File: config.mk
export PLATFORM = sky130hd
export DESIGN_NAME = player_anim_sequencer
export DESIGN_NICKNAME = d
export VERILOG_FILES = /design/src/rtl/anim_pkg.sv /design/src/rtl/anim_step_div.sv /design/src/rtl/player_anim_sequencer.sv
export SDC_FILE = /design/constraint.sdc
export NUM_CORES = 1
export LEC_CHECK = 0
export ABC_AREA = 0
export CAP_MARGIN = 20
export CELL_PAD_IN_SITES_DETAIL_PLACEMENT = 1
export CELL_PAD_IN_SITES_GLOBAL_PLACEMENT = 2
export CORE_ASPECT_RATIO = 1.4
export CORE_UTILIZATION = 25
export CTS_BUF_LIST = sky130_fd_sc_hd__clkbuf_2
export DETAILED_ROUTE_END_ITERATION = 12
export GPL_ROUTABILITY_DRIVEN = 1
export PLACE_DENSITY_LB_ADDON = 0.3
export SETUP_SLACK_MARGIN = 0.1
export SLEW_MARGIN = 20
export SYNTH_ARGS = -nofsm -noshare
export SYNTH_HDL_FRONTEND = slang
export SYNTH_HIERARCHICAL = 1
export SYNTH_SLANG_ARGS = --single-unit
File: constraint.sdc
create_clock -name frame_Clk -period 5.2 [get_ports frame_Clk]
set_input_delay 0.78 -clock frame_Clk [delete_from_list [all_inputs] [get_ports frame_Clk]]
set_output_delay 0.78 -clock frame_Clk [all_outputs]
set_load 0.01 [all_outputs]
File: src/rtl/anim_pkg.sv
// Shared types and default layout constants for the player animation sequencer.
package anim_pkg;

  typedef enum logic [1:0] {
    IDLE = 2'd0,
    RUN  = 2'd1,
    JUMP = 2'd2,
    DEAD = 2'd3
  } anim_state_t;

  // Sprite sheet layout: one 28x92 frame is 2576 words; left-facing set follows the right set.
  localparam logic [20:0] FRAME_SIZE_DEF = 21'd2576;
  localparam logic [20:0] DIR_STRIDE_DEF = 21'd41216;

  localparam logic [20:0] IDLE_BASE_DEF  = 21'd0;
  localparam logic [20:0] RUN_BASE_DEF   = 21'd2576;
  localparam logic [20:0] JUMP_BASE_DEF  = 21'd18032;
  localparam logic [20:0] DEATH_BASE_DEF = 21'd28336;

endpackage

File: src/rtl/anim_step_div.sv
// Counts frame_tick pulses and raises step on the last tick of each animation step.
module anim_step_div #(
  parameter logic [3:0] TICKS = 4'd6
) (
  input  logic frame_Clk,
  input  logic Reset,
  input  logic frame_tick,
  input  logic clear,
  output logic step
);

  localparam logic [3:0] LastCount = TICKS - 4'd1;

  logic [3:0] countQ;

  assign step = frame_tick && (countQ == LastCount);

  always_ff @(posedge frame_Clk) begin
    if (Reset || clear) begin
      countQ <= '0;
    end else if (step) begin
      countQ <= '0;
    end else if (frame_tick) begin
      countQ <= countQ + 4'd1;
    end
  end

endmodule

File: src/rtl/player_anim_sequencer.sv
// Player sprite animation sequencer: picks the sprite frame offset once per video frame.
// Optional build macro PLAYER_ANIM_PINGPONG_EN makes the run cycle play forward then backward.
module player_anim_sequencer
  import anim_pkg::*;
#(
  parameter logic [20:0] FRAME_SIZE      = FRAME_SIZE_DEF,
  parameter logic [20:0] DIR_STRIDE      = DIR_STRIDE_DEF,
  parameter logic [3:0]  TICKS_PER_FRAME = 4'd6,
  parameter logic [2:0]  RUN_FRAMES      = 3'd6,
  parameter logic [2:0]  JUMP_FRAMES     = 3'd4,
  parameter logic [2:0]  DEATH_FRAMES    = 3'd5,
  parameter logic [20:0] IDLE_BASE       = IDLE_BASE_DEF,
  parameter logic [20:0] RUN_BASE        = RUN_BASE_DEF,
  parameter logic [20:0] JUMP_BASE       = JUMP_BASE_DEF,
  parameter logic [20:0] DEATH_BASE      = DEATH_BASE_DEF
) (
  input  logic        frame_Clk,
  input  logic        Reset,
  input  logic        frame_tick,
  input  logic        moving,
  input  logic        jumping,
  input  logic        hit,
  input  logic        respawn,
  input  logic        playerDirection,
  output logic [20:0] frameOffset,
  output logic [1:0]  animState,
  output logic [2:0]  frameIndex,
  output logic        deathDone
);

  localparam logic [2:0] RunLast   = RUN_FRAMES - 3'd1;
  localparam logic [2:0] JumpLast  = JUMP_FRAMES - 3'd1;
  localparam logic [2:0] DeathLast = DEATH_FRAMES - 3'd1;

  anim_state_t stateQ, stateD;
  logic [2:0]  idxQ, idxD;
  logic        dirQ, dirD;
  logic        deathDoneQ, deathDoneD;
  logic [20:0] offsetQ, offsetD, baseD;
  logic        step, clearDiv;
`ifdef PLAYER_ANIM_PINGPONG_EN
  logic        runDownQ, runDownD;
`endif

  assign clearDiv = frame_tick && (stateD != stateQ);

  anim_step_div #(
    .TICKS(TICKS_PER_FRAME)
  ) u_step_div (
    .frame_Clk (frame_Clk),
    .Reset     (Reset),
    .frame_tick(frame_tick),
    .clear     (clearDiv),
    .step      (step)
  );

  always_comb begin
    stateD = stateQ;
    idxD   = idxQ;
    dirD   = playerDirection;
`ifdef PLAYER_ANIM_PINGPONG_EN
    runDownD = runDownQ;
`endif

    case (stateQ)
      IDLE, RUN: begin
        if (hit)          stateD = DEAD;
        else if (jumping) stateD = JUMP;
        else              stateD = moving ? RUN : IDLE;
      end
      JUMP: begin
        if (hit)                             stateD = DEAD;
        else if (step && idxQ == JumpLast)   stateD = moving ? RUN : IDLE;
      end
      DEAD: begin
        // respawn outranks hit once the final death frame is showing
        if (deathDoneQ && respawn) stateD = IDLE;
      end
      default: stateD = IDLE;
    endcase

    if (stateD != stateQ) begin
      idxD = '0;
`ifdef PLAYER_ANIM_PINGPONG_EN
      runDownD = 1'b0;
`endif
    end else begin
      // Facing is frozen only while remaining in JUMP or DEAD; entry and exit take a fresh sample.
      if (stateQ == JUMP || stateQ == DEAD) dirD = dirQ;
      case (stateQ)
        RUN: begin
          if (step) begin
`ifdef PLAYER_ANIM_PINGPONG_EN
            if (RUN_FRAMES != 3'd1) begin
              if (!runDownQ) begin
                if (idxQ == RunLast) begin
                  idxD     = idxQ - 3'd1;
                  runDownD = (idxQ != 3'd1);
                end else begin
                  idxD = idxQ + 3'd1;
                end
              end else begin
                idxD = idxQ - 3'd1;
                if (idxQ == 3'd1) runDownD = 1'b0;
              end
            end
`else
            idxD = (idxQ == RunLast) ? 3'd0 : idxQ + 3'd1;
`endif
          end
        end
        JUMP:    if (step) idxD = idxQ + 3'd1;
        DEAD:    if (step && idxQ != DeathLast) idxD = idxQ + 3'd1;
        default: idxD = '0;
      endcase
    end
  end

  always_comb begin
    case (stateD)
      IDLE:    baseD = IDLE_BASE;
      RUN:     baseD = RUN_BASE;
      JUMP:    baseD = JUMP_BASE;
      DEAD:    baseD = DEATH_BASE;
      default: baseD = IDLE_BASE;
    endcase
    offsetD    = baseD + (dirD ? DIR_STRIDE : 21'd0) + 21'(idxD) * FRAME_SIZE;
    deathDoneD = (stateD == DEAD) && (idxD == DeathLast);
  end

  always_ff @(posedge frame_Clk) begin
    if (Reset) begin
      stateQ     <= IDLE;
      idxQ       <= '0;
      dirQ       <= 1'b0;
      offsetQ    <= IDLE_BASE;
      deathDoneQ <= 1'b0;
`ifdef PLAYER_ANIM_PINGPONG_EN
      runDownQ   <= 1'b0;
`endif
    end else if (frame_tick) begin
      stateQ     <= stateD;
      idxQ       <= idxD;
      dirQ       <= dirD;
      offsetQ    <= offsetD;
      deathDoneQ <= deathDoneD;
`ifdef PLAYER_ANIM_PINGPONG_EN
      runDownQ   <= runDownD;
`endif
    end
  end

  assign frameOffset = offsetQ;
  assign animState   = stateQ;
  assign frameIndex  = idxQ;
  assign deathDone   = deathDoneQ;

endmodule

==> implementation parameters <==
Parameter                              Value

Synth
  Post-synth cell types ... 55
  Ranking of synthesized cells by instance count ... 26 x nor2_1, 24 x dfxtp_1, 21 x ha_1
  Share of flip-flops with an asynchronous set or reset after synthesis ... 0%
  Number of enable-type register cells in the synthesized netlist ... 0
  Syn Inst Count ... 225
  Leading register cell type out of synthesis ... dfxtp_1
  Fraction of synthesized cell area taken by the top area cell type ... 25.7%
  Proportion of synthesized chip area in sequential cells ... 25.7%
  Register bit count reported by yosys ... 24
  Most common cell in the synthesized netlist ... nor2_1
  Netlist area before placement ... 1870 um2
  Biggest area consumer among synthesized cells ... dfxtp_1
  Number of warnings reported in the yosys synthesis log ... 6
  Mean post-synth cell area ... 8.32 um2
  Leading cell types by total area after synthesis ... dfxtp_1 26%, ha_1 14%, nor2_1 5.2%

Critical path
  Startpoint types ... input pin
  Critical Path Start ... frame_tick
  Setup Crit Path Kind ... input pin to register
  Kind of end point of the critical path ... register
  Setup slack, reg-to-reg ... 1120 ps
  Required time reported for the critical path endpoint ... 5500 ps
  Crit Path Max Fanout ... 8
  Arr. time, crit path ... 4620 ps
  Startpoint of the lowest-slack register-to-register path ... u_step_div/countQ[1]$_SDFFE_PP0P_

CTS
  Cts bufs inserted ... 3
  Clock slew at the register clock pins of the worst setup and hold paths ... 280 ps
  Clk_lat worst skew ... 380 ps
  Number of cells upsized or downsized after cts ... 0
  Hold_buf cts ... 0
  Depth of the CTS H-tree ... 1
  Number of clock sinks ... 24
  CTS tree ... yes
  Post-CTS setup repair buffer count ... 0
  CTS Root Cell ... clkbuf_2
  Number of buffers on the longest clock path ... 2

GRT
  Maximum number of pins on one net before global-route repair ... 30
  Initial antenna violation count ... 0
  Leftover overflow at the end of global routing ... 0
  Total Routing Usage GR ... 13.9%
  Global-route wire length before repair ... 8470 um
  Via count of the first global-routing pass ... 1735

Routing
  DRC violations left ... 0
  Antenna violation net count after detailed routing ... 0
  Routed len/inst ... 14.8 um
  Vias after detailed routing ... 1709
  Via count normalized by instance count ... 4.93
  Drt total wl ... 5140 um
  Initial drt markers ... 25
  First drt pass iteration count ... 4

Final layout
  Synthesis-to-finish area growth ... 20.4%
  Post-route core utilization ... 30.8%
  Net count of the finished layout ... 282
  Number of diodes ... 0
  Share of cells above drive strength 1 ... 6.80%

Power
  Combinational fraction of design power ... 24.8%
  Switching share of power ... 30.9%
  Cell-internal power ... 0.312 mW
  Sequential Power Share ... 45.6%
  Cell area power density ... 200 nW/um2
  Proportion of power drawn by the clock network ... 29.6%
  Leakage component of the power ... 0.932 nW
  Switching power summed over all nets ... 0.139 mW
  Largest vdd supply drop ... 0.0837 mV

STA
  Max Clock Freq ... 0.232 GHz
  Post-route setup TNS ... 0 ps
  Unrepaired setup endpoints after global routing ... false
  Final hold vios ... 0
  Final worst hold slack ... 503 ps
  Tcrit/Tclk final ... 83.0%
  Worst Clk Skew ... 14.3 ps
  Post-route minimum period ... 4310 ps
  Transition time of the tightest slew-check pin ... 588 ps
  Max-slew headroom ... 60.8%
  Setup-violating endpoint count in the final report ... 0
  Number of pins with negative max-slew slack in the final report ... 0

Floorplan
  Die boundary height ... 104 um
  DIE AREA ... 7840 um2
  Core Region ... 7310 um2
  Ports placed on the boundary ... 35
  Initial core utilization ... 25.6%
  Die Span X ... 75.1 um
  Number of rows created at floorplan ... 37

Placement
  DP Wirelength ... 3980 um
  Number of input and output port buffers inserted ... 26
  Final Wtd Congestion ... 0.755

Run status
  Run status ... completed

Min path
  Start point of the worst min-delay path ... frameOffset[15]$_SDFFE_PP0P_
  Path category of the worst min-delay check ... register to register

Job
  Max-capacitance violation count ... 0
cell families after synthesis:
logic type      after synthesis  share of synthesized area [%]
fa+ha+maj                    23                           16.2
simple gates                 73                           19.8
xor+xnor                      7                           3.28
buf+inv                      34                           8.82
flops                        24                           25.7
other cells                   1                          0.200
mux                           3                           1.60
compound gates               60                           24.5
registers in the layout (all words and copies together), names as in the netlist:
register / flops
frameIndex: 3
dirQ: 1
animState: 2
frameOffset: 13
deathDone: 1
u_step_div/countQ: 4
worst paths after layout:
| kind | end | depth (start not counted) |
|---|---|---|
| max | frameOffset[15]$_SDFFE_PP0P_ | 15 |
| min | frameOffset[15]$_SDFFE_PP0P_ | 2 |
| max reg2reg | frameOffset[15]$_SDFFE_PP0P_ | 16 |
| min reg2reg | frameOffset[15]$_SDFFE_PP0P_ | 2 |
power groups by stage:
stage                     combinational (mW)  clock [mW]  sequential [mW]
after floorplan                       0.0727           0            0.209
after global placement                 0.112           0            0.210
after detailed placement               0.113           0            0.210
after CTS                              0.113       0.142            0.206
after global routing                   0.125       0.148            0.208
final                                  0.112       0.134            0.206
routing by layer:
layer  share of wire [%]  GRT usage (%)  up-vias
li1                    -              -      850
met1                  47           17.8      828
met2                  50           24.5       27
met3                 2.4           1.26        4
met4                0.91           3.17        0
met5                   0              0        -
critical path, cell delays in order:
cell and delay, ps:
clkdlybuf4s50_1 480, and4b_4 320, a211oi_2 110, o21ai_0 280, and2_1 240, nor2_1 90
ha_1 200, ha_1 190, ha_1 270, inv_1 40, fa_1 570, nor2b_1 230
or3b_2 480, o2111ai_1 210, o211ai_1 110
cell type report:
cell class,instances,area (um2)
clock buffers,3,15.0
clock inverters,1,30.0
fillers,906,5060
inverters,19,71.3
multi-input cells,174,1250
flip-flops and latches,24,480
well taps,97,121
repair buffers,29,283
cells in the final DEF (no fill, tap or decap), types with 2 or more instances in the layout:
master / netlist / routed
a21o_1: 5 / 5
clkdlybuf4s50_1: 0 / 26
a211oi_2: 2 / 2
o211ai_1: 2 / 2
xnor2_1: 5 / 5
xor2_1: 2 / 2
nor2b_1: 5 / 5
or3_1: 2 / 2
conb_1: 1 / 8
o32ai_1: 2 / 2
inv_1: 18 / 18
and2_1: 4 / 4
a21oi_1: 11 / 11
clkbuf_2: 0 / 3
nand2_1: 13 / 13
a32o_1: 2 / 2
a211oi_1: 9 / 9
dfxtp_1: 24 / 24
ha_1: 21 / 21
nand4_1: 4 / 4
buf_4: 8 / 3
a2111oi_0: 3 / 3
nor2_1: 26 / 26
nand3_1: 6 / 6
fa_1: 2 / 2
o21a_1: 2 / 2
mux2i_1: 3 / 3
o21ai_0: 5 / 5
nor3_1: 5 / 5
per-stage QoR:
step / setup slack [ps] / power [mW] / area [um2] / instances
finish: 886 / 0.451 / 2250 / 347
CTS: 892 / 0.461 / 2250 / 347
floorplan: 1180 / 0.282 / 1900 / 232
detailed placement: 444 / 0.322 / 2210 / 343
global route: 570 / 0.481 / 2250 / 347
global placement: 486 / 0.322 / 2210 / 343
Power figures use the tool's default switching activity.
